===== config.mk =====
export PLATFORM = sky130hd
export DESIGN_NAME = branch_flag_gen_flat
export DESIGN_NICKNAME = d
export VERILOG_FILES = /design/src/rtl/branch_flag_if.sv /design/src/rtl/branch_flag_gen.sv /design/src/flat_wrapper.sv
export SDC_FILE = /design/constraint.sdc
export NUM_CORES = 1
export LEC_CHECK = 0
export BUFFER_PORTS_ARGS = -buffer_cell sky130_fd_sc_hd__buf_4
export CORE_ASPECT_RATIO = 1.4
export CORE_MARGIN = 3
export CORE_UTILIZATION = 53
export CTS_CLUSTER_DIAMETER = 120
export DETAILED_ROUTE_END_ITERATION = 7
export GPL_TIMING_DRIVEN = 0
export PLACE_DENSITY = 0.82
export SLEW_MARGIN = 15
export SYNTH_ARGS = -nofsm -noshare
export SYNTH_HDL_FRONTEND = slang
export SYNTH_SLANG_ARGS = --single-unit

===== constraint.sdc =====
create_clock -name clk -period 3.2 [get_ports clk]
set_input_delay 0.64 -clock clk [delete_from_list [all_inputs] [get_ports clk]]
set_output_delay 0.64 -clock clk [all_outputs]
set_load 0.05 [all_outputs]

===== src/rtl/branch_flag_if.sv =====
// branch_flag_if: operand, control and flag bundle between issue logic and branch_flag_gen
interface branch_flag_if #(parameter int XLEN = 32);
  logic [XLEN-1:0] rs1;
  logic [XLEN-1:0] rs2;
  logic [2:0] funct3_in;
  logic branch_in;
  logic valid_in;
  logic stall;
  logic flush;
  logic cf;
  logic zf;
  logic vf;
  logic sf;
  logic [2:0] funct3_out;
  logic branch_out;
  logic valid_out;
  logic [15:0] branch_cnt;
  modport master (
    output rs1, rs2, funct3_in, branch_in, valid_in, stall, flush,
    input cf, zf, vf, sf, funct3_out, branch_out, valid_out, branch_cnt
  );
  modport slave (
    input rs1, rs2, funct3_in, branch_in, valid_in, stall, flush,
    output cf, zf, vf, sf, funct3_out, branch_out, valid_out, branch_cnt
  );
endinterface


===== src/rtl/branch_flag_gen.sv =====
// branch_flag_gen: registers subtract-derived carry/zero/overflow/sign flags for the branch resolver
module branch_flag_gen #(parameter int XLEN = 32) (
  input logic clk,
  input logic rst,
  branch_flag_if.slave bus
);
  logic [XLEN:0] diff;
  logic zf_n, sf_n, cf_n, vf_n, take;
  always_comb begin
    diff = {1'b0, bus.rs1} + {1'b0, ~bus.rs2} + {{XLEN{1'b0}}, 1'b1};
    zf_n = diff[XLEN-1:0] == '0;
    sf_n = diff[XLEN-1];
    cf_n = diff[XLEN];
    vf_n = (bus.rs1[XLEN-1] != bus.rs2[XLEN-1]) & (diff[XLEN-1] != bus.rs1[XLEN-1]);
    take = bus.valid_in & bus.branch_in;
  end
  always_ff @(posedge clk) begin
    if (rst) begin
      {bus.cf, bus.zf, bus.vf, bus.sf} <= '0;
      bus.funct3_out <= '0;
      bus.branch_out <= 1'b0;
      bus.valid_out <= 1'b0;
      bus.branch_cnt <= '0;
    end else if (bus.flush) begin
      {bus.cf, bus.zf, bus.vf, bus.sf} <= '0;
      bus.funct3_out <= '0;
      bus.branch_out <= 1'b0;
      bus.valid_out <= 1'b0;
    end else if (!bus.stall) begin
      {bus.cf, bus.zf, bus.vf, bus.sf} <= {cf_n, zf_n, vf_n, sf_n};
      bus.funct3_out <= bus.funct3_in;
      bus.branch_out <= take;
      bus.valid_out <= bus.valid_in;
      bus.branch_cnt <= (take && bus.branch_cnt != 16'hFFFF) ? bus.branch_cnt + 16'd1 : bus.branch_cnt;
    end
  end
endmodule


===== src/flat_wrapper.sv =====
// flat-port wrapper written by rule: the top's interface ports become plain ports
module branch_flag_gen_flat 
#(parameter int XLEN = 32)
  (clk, rst, bus_rs1, bus_rs2, bus_funct3_in, bus_branch_in, bus_valid_in, bus_stall, bus_flush, bus_cf, bus_zf, bus_vf, bus_sf, bus_funct3_out, bus_branch_out, bus_valid_out, bus_branch_cnt);
  branch_flag_if #(.XLEN(XLEN)) bus_i ();
  input logic clk;
  input logic rst;
  input wire logic [$bits(bus_i.rs1)-1:0] bus_rs1;
  input wire logic [$bits(bus_i.rs2)-1:0] bus_rs2;
  input wire logic [$bits(bus_i.funct3_in)-1:0] bus_funct3_in;
  input wire logic [$bits(bus_i.branch_in)-1:0] bus_branch_in;
  input wire logic [$bits(bus_i.valid_in)-1:0] bus_valid_in;
  input wire logic [$bits(bus_i.stall)-1:0] bus_stall;
  input wire logic [$bits(bus_i.flush)-1:0] bus_flush;
  output wire logic [$bits(bus_i.cf)-1:0] bus_cf;
  output wire logic [$bits(bus_i.zf)-1:0] bus_zf;
  output wire logic [$bits(bus_i.vf)-1:0] bus_vf;
  output wire logic [$bits(bus_i.sf)-1:0] bus_sf;
  output wire logic [$bits(bus_i.funct3_out)-1:0] bus_funct3_out;
  output wire logic [$bits(bus_i.branch_out)-1:0] bus_branch_out;
  output wire logic [$bits(bus_i.valid_out)-1:0] bus_valid_out;
  output wire logic [$bits(bus_i.branch_cnt)-1:0] bus_branch_cnt;
  assign bus_i.rs1 = bus_rs1;
  assign bus_i.rs2 = bus_rs2;
  assign bus_i.funct3_in = bus_funct3_in;
  assign bus_i.branch_in = bus_branch_in;
  assign bus_i.valid_in = bus_valid_in;
  assign bus_i.stall = bus_stall;
  assign bus_i.flush = bus_flush;
  assign bus_cf = bus_i.cf;
  assign bus_zf = bus_i.zf;
  assign bus_vf = bus_i.vf;
  assign bus_sf = bus_i.sf;
  assign bus_funct3_out = bus_i.funct3_out;
  assign bus_branch_out = bus_i.branch_out;
  assign bus_valid_out = bus_i.valid_out;
  assign bus_branch_cnt = bus_i.branch_cnt;
  branch_flag_gen #(.XLEN(XLEN)) u_core (.clk(clk), .rst(rst), .bus(bus_i));
endmodule

# Word level (Yosys, flattened, before mapping)
# Cells that the tools add are included.
# W data, S select, Z words.
dict set report totals {
  reg_bits 25
}
dict set report classes {
  add_sub_neg 3
  n_eq_ne 3
  n_bitwise 5
  reduce_logical 4
}
# op count
set op_table {}
lappend op_table {{$add A32 B32 Y33} 1}
lappend op_table {{$add A33 B1 Y33 const B} 1}
lappend op_table {{$logic_not A32 Y1} 1}
lappend op_table {{$not A32 Y32} 1}
lappend op_table {{$add A16 B1 Y16 const B} 1}
lappend op_table {{$ne A16 B16 Y1 const B} 1}
lappend op_table {{$reduce_and A3 Y1} 1}
lappend op_table {{$and A1 B1 Y1} 2}
lappend op_table {{$ne A1 B1 Y1} 2}
lappend op_table {{$not A1 Y1} 2}
lappend op_table {{$reduce_or A2 Y1} 1}
lappend op_table {{$logic_and A1 B1 Y1} 1}

# Depth between registers and ports, before layout
# Gate-level depths: netlist of the first run.
dict set report depth {
  ltp_word 5
  ltp_mapped 13
  mapped_depth_nobuf 13
}

# Least setup slack after synthesis of the first run
# OpenSTA, ideal clock, no wires.
dict set report synth_path {
  path_type {in2reg}
  start {input port bus_rs1[0]}
  end {register u_core.bus.zf}
  arrival_time_ns 2.840
  t_required_ns 3.131
  path_slack_ns 0.292
  path_stages 13
  n_path_buf 0
  path_cell_list {inv_1 ha_1 fa_1 nand2b_1 a21boi_2 o21ai_1 a31o_4 o21ai_1 a21boi_2 o221ai_2 nor4_2 nand4_1 o21ai_1}
}
dict set report synth_via {
  elab_chain_len 3
}
# element line_no
set synth_rtl {}
lappend synth_rtl {{from (decl)} flat_wrapper.sv:8} ;# input wire logic [$bits(bus_i.rs1)-1:0] bus_rs1;
lappend synth_rtl {{$add A32 B32 Y33} branch_flag_gen.sv:10} ;# diff = {1'b0, bus.rs1} + {1'b0, ~bus.rs2} + {{XLEN{1'b0}}, 1'b1};
lappend synth_rtl {{$add A33 B1 Y33} branch_flag_gen.sv:10}
lappend synth_rtl {{$logic_not A32 Y1} branch_flag_gen.sv:11} ;# zf_n = diff[XLEN-1:0] == '0;
lappend synth_rtl {{to (signal assigned)} branch_flag_gen.sv:30} ;# {bus.cf, bus.zf, bus.vf, bus.sf} <= {cf_n, zf_n, vf_n, sf_n};
lappend synth_rtl {{to (decl)} branch_flag_if.sv:24} ;# output cf, zf, vf, sf, funct3_out, branch_out, valid_out, branch_cnt
# No other way between the ends.
# A chain may end at the register's enable or synchronous reset.

# Worst setup path after layout of the first run
dict set report layout_path {
  start {input port bus_rs2[7]}
  end {register u_core.bus.zf}
}
dict set report layout_via {
  elab_chain_len 4
}
# element line_no
set layout_rtl {}
lappend layout_rtl {{from (decl)} flat_wrapper.sv:9} ;# input wire logic [$bits(bus_i.rs2)-1:0] bus_rs2;
lappend layout_rtl {{$not A32 Y32} branch_flag_gen.sv:10}
lappend layout_rtl {{$add A32 B32 Y33} branch_flag_gen.sv:10}
lappend layout_rtl {{$add A33 B1 Y33} branch_flag_gen.sv:10}
lappend layout_rtl {{$logic_not A32 Y1} branch_flag_gen.sv:11}
# No other way between the ends.

==> results_tabular.tex, run 1 <==
\begin{tabular}{lr}
\hline
Metric & Value \\
\hline
\multicolumn{2}{l}{\textbf{Detailed routing}} \\
\quad Wire length after detailed routing & between 8 and 9 mm \\
\quad Average routed wire per standard cell & roughly 14 µm \\
\quad Residual antenna-violating net count after detailed routing & 0 \\
\quad Vias post-DR & about 3500 \\
\quad Remaining routing DRC violations & 0 \\
\quad Via density & 5.74 \\
\quad Length of the first detailed-routing pass in iterations & 5 \\
\quad Detailed router's first-iteration violation count & around 130 \\
\multicolumn{2}{l}{\textbf{Placement}} \\
\quad Routability Congestion & slightly above 0.9 \\
\quad Worst slack, placed & -0.223 ns \\
\quad Number of buffers inserted by port buffering & 96 \\
\quad Number of cells after detailed placement & about 600 \\
\quad Total half-perimeter wirelength after legalization and detailed placement & between 7 and 8 mm \\
\multicolumn{2}{l}{\textbf{Finish}} \\
\quad Area occupied by multi-input gates & between 0.002 and 0.0025 mm² \\
\quad Final-layout fill cell count & approximately 530 \\
\quad Area occupied by registers & between 500 and 600 µm² \\
\quad Final \#Nets & around 650 \\
\quad Utilization of the core after routing & about 70\% \\
\quad Highest-count cells in the layout ignoring fill and taps & sky130\_fd\_sc\_hd\_\_buf\_4, sky130\_fd\_sc\_hd\_\_nor2\_1, sky130\_fd\_sc\_hd\_\_inv\_1 \\
\quad Layout overhead on the synthesized area & 26.9\% \\
\quad Ratio of cells with drive above 1 in the final layout & 26.1\% \\
\quad Non-Filler Instances & slightly above 600 \\
\quad Count of antenna diodes in the layout & 0 \\
\quad Most common cell after layout, fill and taps aside & sky130\_fd\_sc\_hd\_\_buf\_4 \\
\multicolumn{2}{l}{\textbf{Synthesis}} \\
\quad Number of synthesized flops with an enable pin & 0 \\
\quad Cell taking the most area after synthesis & sky130\_fd\_sc\_hd\_\_dfxtp\_1 \\
\quad Synthesized netlist cell count & 441 \\
\quad Share of synthesized registers carrying an async set or reset & 0\% \\
\quad Syn. warnings & 0 \\
\quad Top area cells in the synthesized netlist & sky130\_fd\_sc\_hd\_\_dfxtp\_1, sky130\_fd\_sc\_hd\_\_ha\_1, sky130\_fd\_sc\_hd\_\_nor2\_1, sky130\_fd\_sc\_hd\_\_inv\_1, sky130\_fd\_sc\_hd\_\_a21oi\_1 \\
\quad Area share of the largest cell type after synthesis & about 15\% \\
\quad Syn Nets & 548 \\
\quad Mean post-synth cell area & 7.38 µm² \\
\quad Synth unique cells & 66 \\
\quad Cell area after synthesis & $\sim$0.0033 mm² \\
\quad Number of synthesized register bits & 25 \\
\quad Main synth FF type & sky130\_fd\_sc\_hd\_\_dfxtp\_1 \\
\quad Fraction of the yosys area taken by sequential cells & 15.4\% \\
\multicolumn{2}{l}{\textbf{Timing}} \\
\quad Final count of negative-setup-slack endpoints & 0 \\
\quad Layout Skew & $\sim$0.0088 ns \\
\quad Setup repair after global routing missed its margin & no \\
\quad Measured slew at the worst slew-check pin & around 0.54 ns \\
\quad Post-route setup slack & approximately 0.082 ns \\
\quad Slew HR & 64.0\% \\
\quad Crit path time final & $\sim$3.1 ns \\
\quad Period Utilization, post-route & 97.4\% \\
\quad Slew Limit Fails & 0 \\
\quad Max Fclk & between 300 and 400 MHz \\
\quad Hold Vio Cnt, Final & 0 \\
\multicolumn{2}{l}{\textbf{CTS}} \\
\quad Clock edge transition at the registers on the reported setup and hold paths & about 0.1 ns \\
\quad Number of CTS-inserted buffers & 3 \\
\quad Clock tree from TritonCTS & done \\
\quad Number of sinks handled by clock tree synthesis & 25 \\
\quad Root buffer cell & sky130\_fd\_sc\_hd\_\_clkbuf\_8 \\
\quad CTS H-Tree Depth & 1 \\
\quad Clock latency of the later-clocked register in the worst-skew pair & around 0.27 ns \\
\quad Number of setup buffers added after CTS & 0 \\
\quad Maximum buffer depth of the clock tree & 2 \\
\multicolumn{2}{l}{\textbf{Worst hold path}} \\
\quad Hold Crit Depth & 2 \\
\quad Beginning of the worst hold path & u\_core.bus.cf \\
\quad Endpoint, Worst Hold & u\_core.bus.cf \\
\quad Worst min path class & flip-flop to flip-flop \\
\multicolumn{2}{l}{\textbf{Pwr}} \\
\quad Clk pwr share & between 10\% and 20\% \\
\quad Power density relative to cell area & roughly 270 mW/mm² \\
\quad Reported net switching power & 0.425 mW \\
\quad Internal power component & a little under 0.7 mW \\
\quad Leakage power & between 1.5 and 2 nW \\
\quad Reg power frac & 28.9\% \\
\quad Portion of total power attributed to combinational logic & a little over half \\
\quad Post-route total power & approximately 1.1 mW \\
\quad Highest ir drop seen on vdd & 305 µV \\
\quad Switching share of power & between 30\% and 40\% \\
\multicolumn{2}{l}{\textbf{GRT}} \\
\quad Pin count of the biggest net entering global routing & 17 \\
\quad Vias in the first global route & between 3000 and 4000 \\
\quad Total Routing Usage GR & between 20\% and 30\% \\
\quad Wire length of the first global-routing pass & about 14 mm \\
\quad Antenna violations before repair & 0 \\
\quad Overflow left after global routing & 0 \\
\multicolumn{2}{l}{\textbf{Die}} \\
\quad Vertical extent of the die & approximately 99 µm \\
\quad Die ar. & 0.00713 mm² \\
\quad I/O Pins & 98 \\
\quad X dimension of the die & between 70 and 80 µm \\
\quad Rows & 33 \\
\quad Placeable Area & between 0.005 and 0.006 mm² \\
\quad Starting utilization of the core area & 55.1\% \\
\multicolumn{2}{l}{\textbf{Worst setup path}} \\
\quad FF-to-FF path depth & 10 \\
\quad Category of the worst setup path capture point & flip-flop \\
\quad Worst R2R End & u\_core.bus.branch\_cnt[15] \\
\quad Setup slack on the worst flop-to-flop path & between 0.6 and 0.7 ns \\
\quad Classification of the worst setup path & input port to flip-flop \\
\quad Critical path data arrival time & between 3 and 4 ns \\
\quad Crit start category & input port \\
\quad Critical Path Fanout Max & 10 \\
\quad Reg2Reg Launch Point & u\_core.bus.branch\_cnt[7] \\
\quad Data required time at the worst endpoint & approximately 3.4 ns \\
\multicolumn{2}{l}{\textbf{Status}} \\
\quad Result of the run & finished clean \\
\multicolumn{2}{l}{\textbf{Flow run}} \\
\quad Max-capacitance violation count & 0 \\
\hline
\end{tabular}
## metal layers
layer	vias up	track usage, %	share of wire, %
met4	0	7.96	2.9
met2	113	46.9	55
met5	-	0	0
met1	1585	25.6	37
met3	28	2.86	4.5
li1	1781	-	-
## worst max-delay path by stage
| stage | startpoint | end | slack (ns) | depth (start not counted) |
|---|---|---|---|---|
| 3_3_place_gp | bus_rs2[0] | u_core.bus.zf | -0.19 | 13 |
| 4_1_cts | bus_rs2[0] | u_core.bus.zf | 0.07 | 13 |
| 6_report | bus_rs2[7] | u_core.bus.zf | 0.08 | 13 |
| 3_5_place_dp | bus_rs2[0] | u_core.bus.zf | -0.22 | 13 |
| 2_1_floorplan | bus_rs1[0] | u_core.bus.zf | 0.29 | 13 |
| 5_1_grt | bus_rs2[7] | u_core.bus.zf | 0.02 | 13 |
## Yosys cell counts (7+ instances only)
master,count
sky130_fd_sc_hd__ha_1,33
sky130_fd_sc_hd__nand4_1,10
sky130_fd_sc_hd__nand2_1,37
sky130_fd_sc_hd__inv_1,46
sky130_fd_sc_hd__nand3_1,18
sky130_fd_sc_hd__o21ai_0,22
sky130_fd_sc_hd__dfxtp_1,25
sky130_fd_sc_hd__xnor2_1,14
sky130_fd_sc_hd__a21oi_1,31
sky130_fd_sc_hd__nor3_1,7
sky130_fd_sc_hd__nor2_1,50
sky130_fd_sc_hd__xor2_1,10
sky130_fd_sc_hd__o21a_1,7
sky130_fd_sc_hd__a21o_1,9
sky130_fd_sc_hd__mux2i_1,14
## power groups by stage
stage	Clock, mW	Sequential (mW)	Combinational [mW]
finish	0.198	0.317	0.584
global route	0.216	0.318	0.646
CTS	0.206	0.317	0.578
detailed placement	0	0.325	0.574
global placement	0	0.324	0.563
floorplan	0	0.339	0.400
## state kept, by name, summed over array words and instances, names as in the netlist
signal	count
u_core.bus.zf	1
u_core.bus.funct3_out	3
u_core.bus.valid_out	1
u_core.bus.vf	1
u_core.bus.branch_cnt	16
u_core.bus.sf	1
u_core.bus.branch_out	1
u_core.bus.cf	1
## logic make-up (layout without fill, tap and decap cells)
family | Yosys count | in the layout | share of synthesized area [%]
buf+inv | 62 | 162 | 9.00
mux | 15 | 15 | 4.65
compound gates | 125 | 125 | 27.7
xor+xnor | 24 | 24 | 6.46
fa+ha+maj | 34 | 34 | 13.3
flops | 25 | 25 | 15.4
simple gates | 156 | 156 | 23.5
## through the flow
step | setup TNS, ns | instance area (µm²) | hold WS [ns]
global route | 0 | 4130 | 0.518
detailed placement | -0.317 | 4060 | 0.476
finish | 0 | 4130 | 0.488
CTS | 0 | 4110 | 0.491
global placement | -0.238 | 4060 | 0.462
floorplan | 0 | 3250 | 0.689
## layout make-up
class	count	share of cell area, %
flip-flops and latches	25	12.1
well taps	70	2.12
repair buffers	96	17.5
clock buffers	3	1.00
multi-input cells	354	60.0
inverters	46	4.18
clock inverters	1	0.212
plain buffers	16	2.91
## timing repair
action / in CTS / in global routing
resized for setup: 0 / 4
setup endpoints to repair: 0 / 2
hold buffers: 0 / 0
## critical path, stage by stage
cell                       delay, ns
sky130_fd_sc_hd__buf_4          0.08
sky130_fd_sc_hd__inv_1          0.03
sky130_fd_sc_hd__ha_1           0.29
sky130_fd_sc_hd__buf_6          0.14
sky130_fd_sc_hd__a21oi_2        0.22
sky130_fd_sc_hd__o211ai_2       0.15
sky130_fd_sc_hd__a221oi_4       0.42
sky130_fd_sc_hd__a31oi_1        0.17
sky130_fd_sc_hd__a211oi_1       0.40
sky130_fd_sc_hd__o221ai_2       0.15
sky130_fd_sc_hd__nor4_2         0.32
sky130_fd_sc_hd__nand4_1        0.17
sky130_fd_sc_hd__o21ai_1        0.14
No activity file was read; power rests on OpenSTA's default activity.
==> run 2, diff against run 1 <==
==> constraint.sdc (replaced) <==
create_clock -name clk -period 3.3 [get_ports clk]
set_input_delay 0.66 -clock clk [delete_from_list [all_inputs] [get_ports clk]]
set_output_delay 0.66 -clock clk [all_outputs]
set_load 0.05 [all_outputs]
==> results_tabular.tex, run 2 (same netlist as run 1, synthesis figures left out) <==
\begin{tabular}{lr}
\hline
Metric & Value \\
\hline
\multicolumn{2}{l}{\textbf{Timing}} \\
\quad Setup repair after global routing missed its margin & no \\
\quad Final count of negative-setup-slack endpoints & 0 \\
\quad Layout Skew & around 0.009 ns \\
\quad Period Utilization, post-route & $\sim$96\% \\
\quad Post-Route Hold Slack & about 0.49 ns \\
\quad Measured slew at the worst slew-check pin & approximately 0.55 ns \\
\quad Crit path time final & $\sim$3.2 ns \\
\quad Max Fclk & about 320 MHz \\
\quad Total negative setup slack & 0 ns \\
\quad Slew HR & between 60\% and 70\% \\
\quad Hold Vio Cnt, Final & 0 \\
\quad Slew Limit Fails & 0 \\
\multicolumn{2}{l}{\textbf{Pwr}} \\
\quad Highest ir drop seen on vdd & 296 µV \\
\quad Power density relative to cell area & between 200 and 300 mW/mm² \\
\quad Leakage power & around 2 nW \\
\multicolumn{2}{l}{\textbf{GRT}} \\
\quad Overflow left after global routing & 0 \\
\quad Wire length of the first global-routing pass & about 14 mm \\
\quad Vias in the first global route & about 3400 \\
\quad Pin count of the biggest net entering global routing & 17 \\
\quad Total Routing Usage GR & between 20 and 25\% \\
\quad Antenna violations before repair & 0 \\
\multicolumn{2}{l}{\textbf{Worst hold path}} \\
\quad Worst min path class & flip-flop to flip-flop \\
\quad Endpoint, Worst Hold & u\_core.bus.cf \\
\quad Beginning of the worst hold path & u\_core.bus.cf \\
\quad Hold Crit Depth & 2 \\
\multicolumn{2}{l}{\textbf{Die}} \\
\quad Vertical extent of the die & slightly below 100 µm \\
\quad Placeable Area & approximately 0.0059 mm² \\
\quad Starting utilization of the core area & about 55\% \\
\quad I/O Pins & 98 \\
\quad Rows & 33 \\
\quad Die ar. & 0.00713 mm² \\
\quad X dimension of the die & a little over 70 µm \\
\multicolumn{2}{l}{\textbf{CTS}} \\
\quad Number of setup buffers added after CTS & 0 \\
\quad Number of CTS-inserted buffers & 3 \\
\quad Clock latency of the later-clocked register in the worst-skew pair & between 0.2 and 0.3 ns \\
\quad Number of gates given a new drive strength after cts & 0 \\
\quad Quantity of hold-fixing buffers added after cts & 0 \\
\quad Clock edge transition at the registers on the reported setup and hold paths & roughly 0.1 ns \\
\quad CTS H-Tree Depth & 1 \\
\quad Root buffer cell & sky130\_fd\_sc\_hd\_\_clkbuf\_8 \\
\quad Maximum buffer depth of the clock tree & 2 \\
\quad Clock tree from TritonCTS & done \\
\quad Number of sinks handled by clock tree synthesis & 25 \\
\multicolumn{2}{l}{\textbf{Detailed routing}} \\
\quad Vias post-DR & around 3500 \\
\quad Wire length after detailed routing & between 8 and 9 mm \\
\quad Length of the first detailed-routing pass in iterations & 4 \\
\quad Detailed router's first-iteration violation count & 139 \\
\quad Via density & roughly 5.7 \\
\quad Average routed wire per standard cell & 14.3 µm \\
\quad Residual antenna-violating net count after detailed routing & 0 \\
\quad Remaining routing DRC violations & 0 \\
\multicolumn{2}{l}{\textbf{Worst setup path}} \\
\quad Master of the slowest instance on the critical path & sky130\_fd\_sc\_hd\_\_fa\_1 \\
\quad Classification of the worst setup path & input port to flip-flop \\
\quad Category of the worst setup path capture point & flip-flop \\
\quad Worst R2R End & u\_core.bus.branch\_cnt[15] \\
\quad Maximum cell stage delay along the critical path & between 0.3 and 0.4 ns \\
\quad Reg2Reg Launch Point & u\_core.bus.branch\_cnt[7] \\
\quad Critical path data arrival time & approximately 3.4 ns \\
\quad Beginning of the critical path & bus\_rs2[0] \\
\quad Data required time at the worst endpoint & roughly 3.5 ns \\
\quad Crit start category & input port \\
\quad Critical Path Fanout Max & 4 \\
\quad Cells along the critical path & buf\_4, ha\_1, fa\_1, nand2b\_1, a21boi\_2, o21ai\_1, a31o\_4, o21ai\_1, a21boi\_2, o221ai\_2, nor4\_2, nand4\_1, o21ai\_1 \\
\quad FF-to-FF path depth & 10 \\
\quad Setup slack on the worst flop-to-flop path & between 0.7 and 0.8 ns \\
\quad Most repeated library cell on the critical path & sky130\_fd\_sc\_hd\_\_o21ai\_1 \\
\multicolumn{2}{l}{\textbf{Finish}} \\
\quad Highest-count cells in the layout ignoring fill and taps & sky130\_fd\_sc\_hd\_\_buf\_4, sky130\_fd\_sc\_hd\_\_nor2\_1, sky130\_fd\_sc\_hd\_\_inv\_1 \\
\quad Number of flip-flops in the largest register & 16 \\
\quad Most common cell after layout, fill and taps aside & sky130\_fd\_sc\_hd\_\_buf\_4 \\
\quad Layout overhead on the synthesized area & 26.4\% \\
\quad Ratio of cells with drive above 1 in the final layout & between 20\% and 30\% \\
\quad Count of antenna diodes in the layout & 0 \\
\quad Largest registers & u\_core.bus.branch\_cnt (16), u\_core.bus.funct3\_out (3) \\
\quad Final-layout fill cell count & 530 \\
\quad Final \#Nets & roughly 650 \\
\quad Largest register by flop count & u\_core.bus.branch\_cnt \\
\multicolumn{2}{l}{\textbf{Flow run}} \\
\quad Max-capacitance violation count & 0 \\
\multicolumn{2}{l}{\textbf{Status}} \\
\quad Result of the run & finished clean \\
\multicolumn{2}{l}{\textbf{Placement}} \\
\quad Number of buffers inserted by port buffering & 96 \\
\quad Total half-perimeter wirelength after legalization and detailed placement & approximately 7.3 mm \\
\quad Routability Congestion & $\sim$0.92 \\
\hline
\end{tabular}
## run 2: cell counts in the layout (fill, tap and decap cells not counted)
No cell type changed its count.
## run 2: area by class of cell
class | instances | area (µm²) | area share (%)
clock inverters | 1 | 8.76 | 0.213
flip-flops and latches | 25 | 500 | 12.2
clock buffers | 3 | 41.3 | 1.00
repair buffers | 96 | 721 | 17.5
inverters | 46 | 173 | 4.20
well taps | 70 | 87.6 | 2.13
plain buffers | 16 | 120 | 2.92
multi-input cells | 354 | 2460 | 59.8
## run 2: how the worst max path moves through the flow
stage	endpoint	slack (ns)	depth (start not counted)
after floorplan	u_core.bus.zf	0.37	13
after global placement	u_core.bus.zf	-0.11	13
after detailed placement	u_core.bus.zf	-0.14	13
after CTS	u_core.bus.zf	0.15	13
after global routing	u_core.bus.zf	0.02	13
final	u_core.bus.zf	0.14	13
## run 2: power breakdown
part / internal [mW] / switching [mW]
sequential: 0.305 / 0.00226
clock: 0.0885 / 0.104
combinational: 0.259 / 0.304
## run 2: worst max-delay path: cells and delay by family
kind / cells / cell delay, ns
AND/OR/NAND/NOR: 3 / 0.68
buffers and inverters: 1 / 0.11
adder cells (fa/ha/maj): 2 / 0.60
AO/OA/AOI/OAI: 7 / 1.33
## run 2: stage by stage
step / total power [mW] / cells / worst slack (ns) / instance area [µm²] / util [%]
floorplan: 0.717 / 441 / 0.372 / 3250 / -
global placement: 0.861 / 607 / -0.107 / 4060 / 68.8
detailed placement: 0.871 / 607 / -0.143 / 4060 / 68.8
CTS: 1.07 / 611 / 0.145 / 4110 / 69.6
global route: 1.14 / 611 / 0.0158 / 4110 / 69.6
finish: 1.06 / 611 / 0.136 / 4110 / 69.6
## run 2: metal layers
metal | wire (µm) | track usage (%)
met1 | 3280 | 25.6
met3 | 382 | 2.86
met4 | 250 | 7.96
met5 | 0 | 0
met2 | 4810 | 46.9
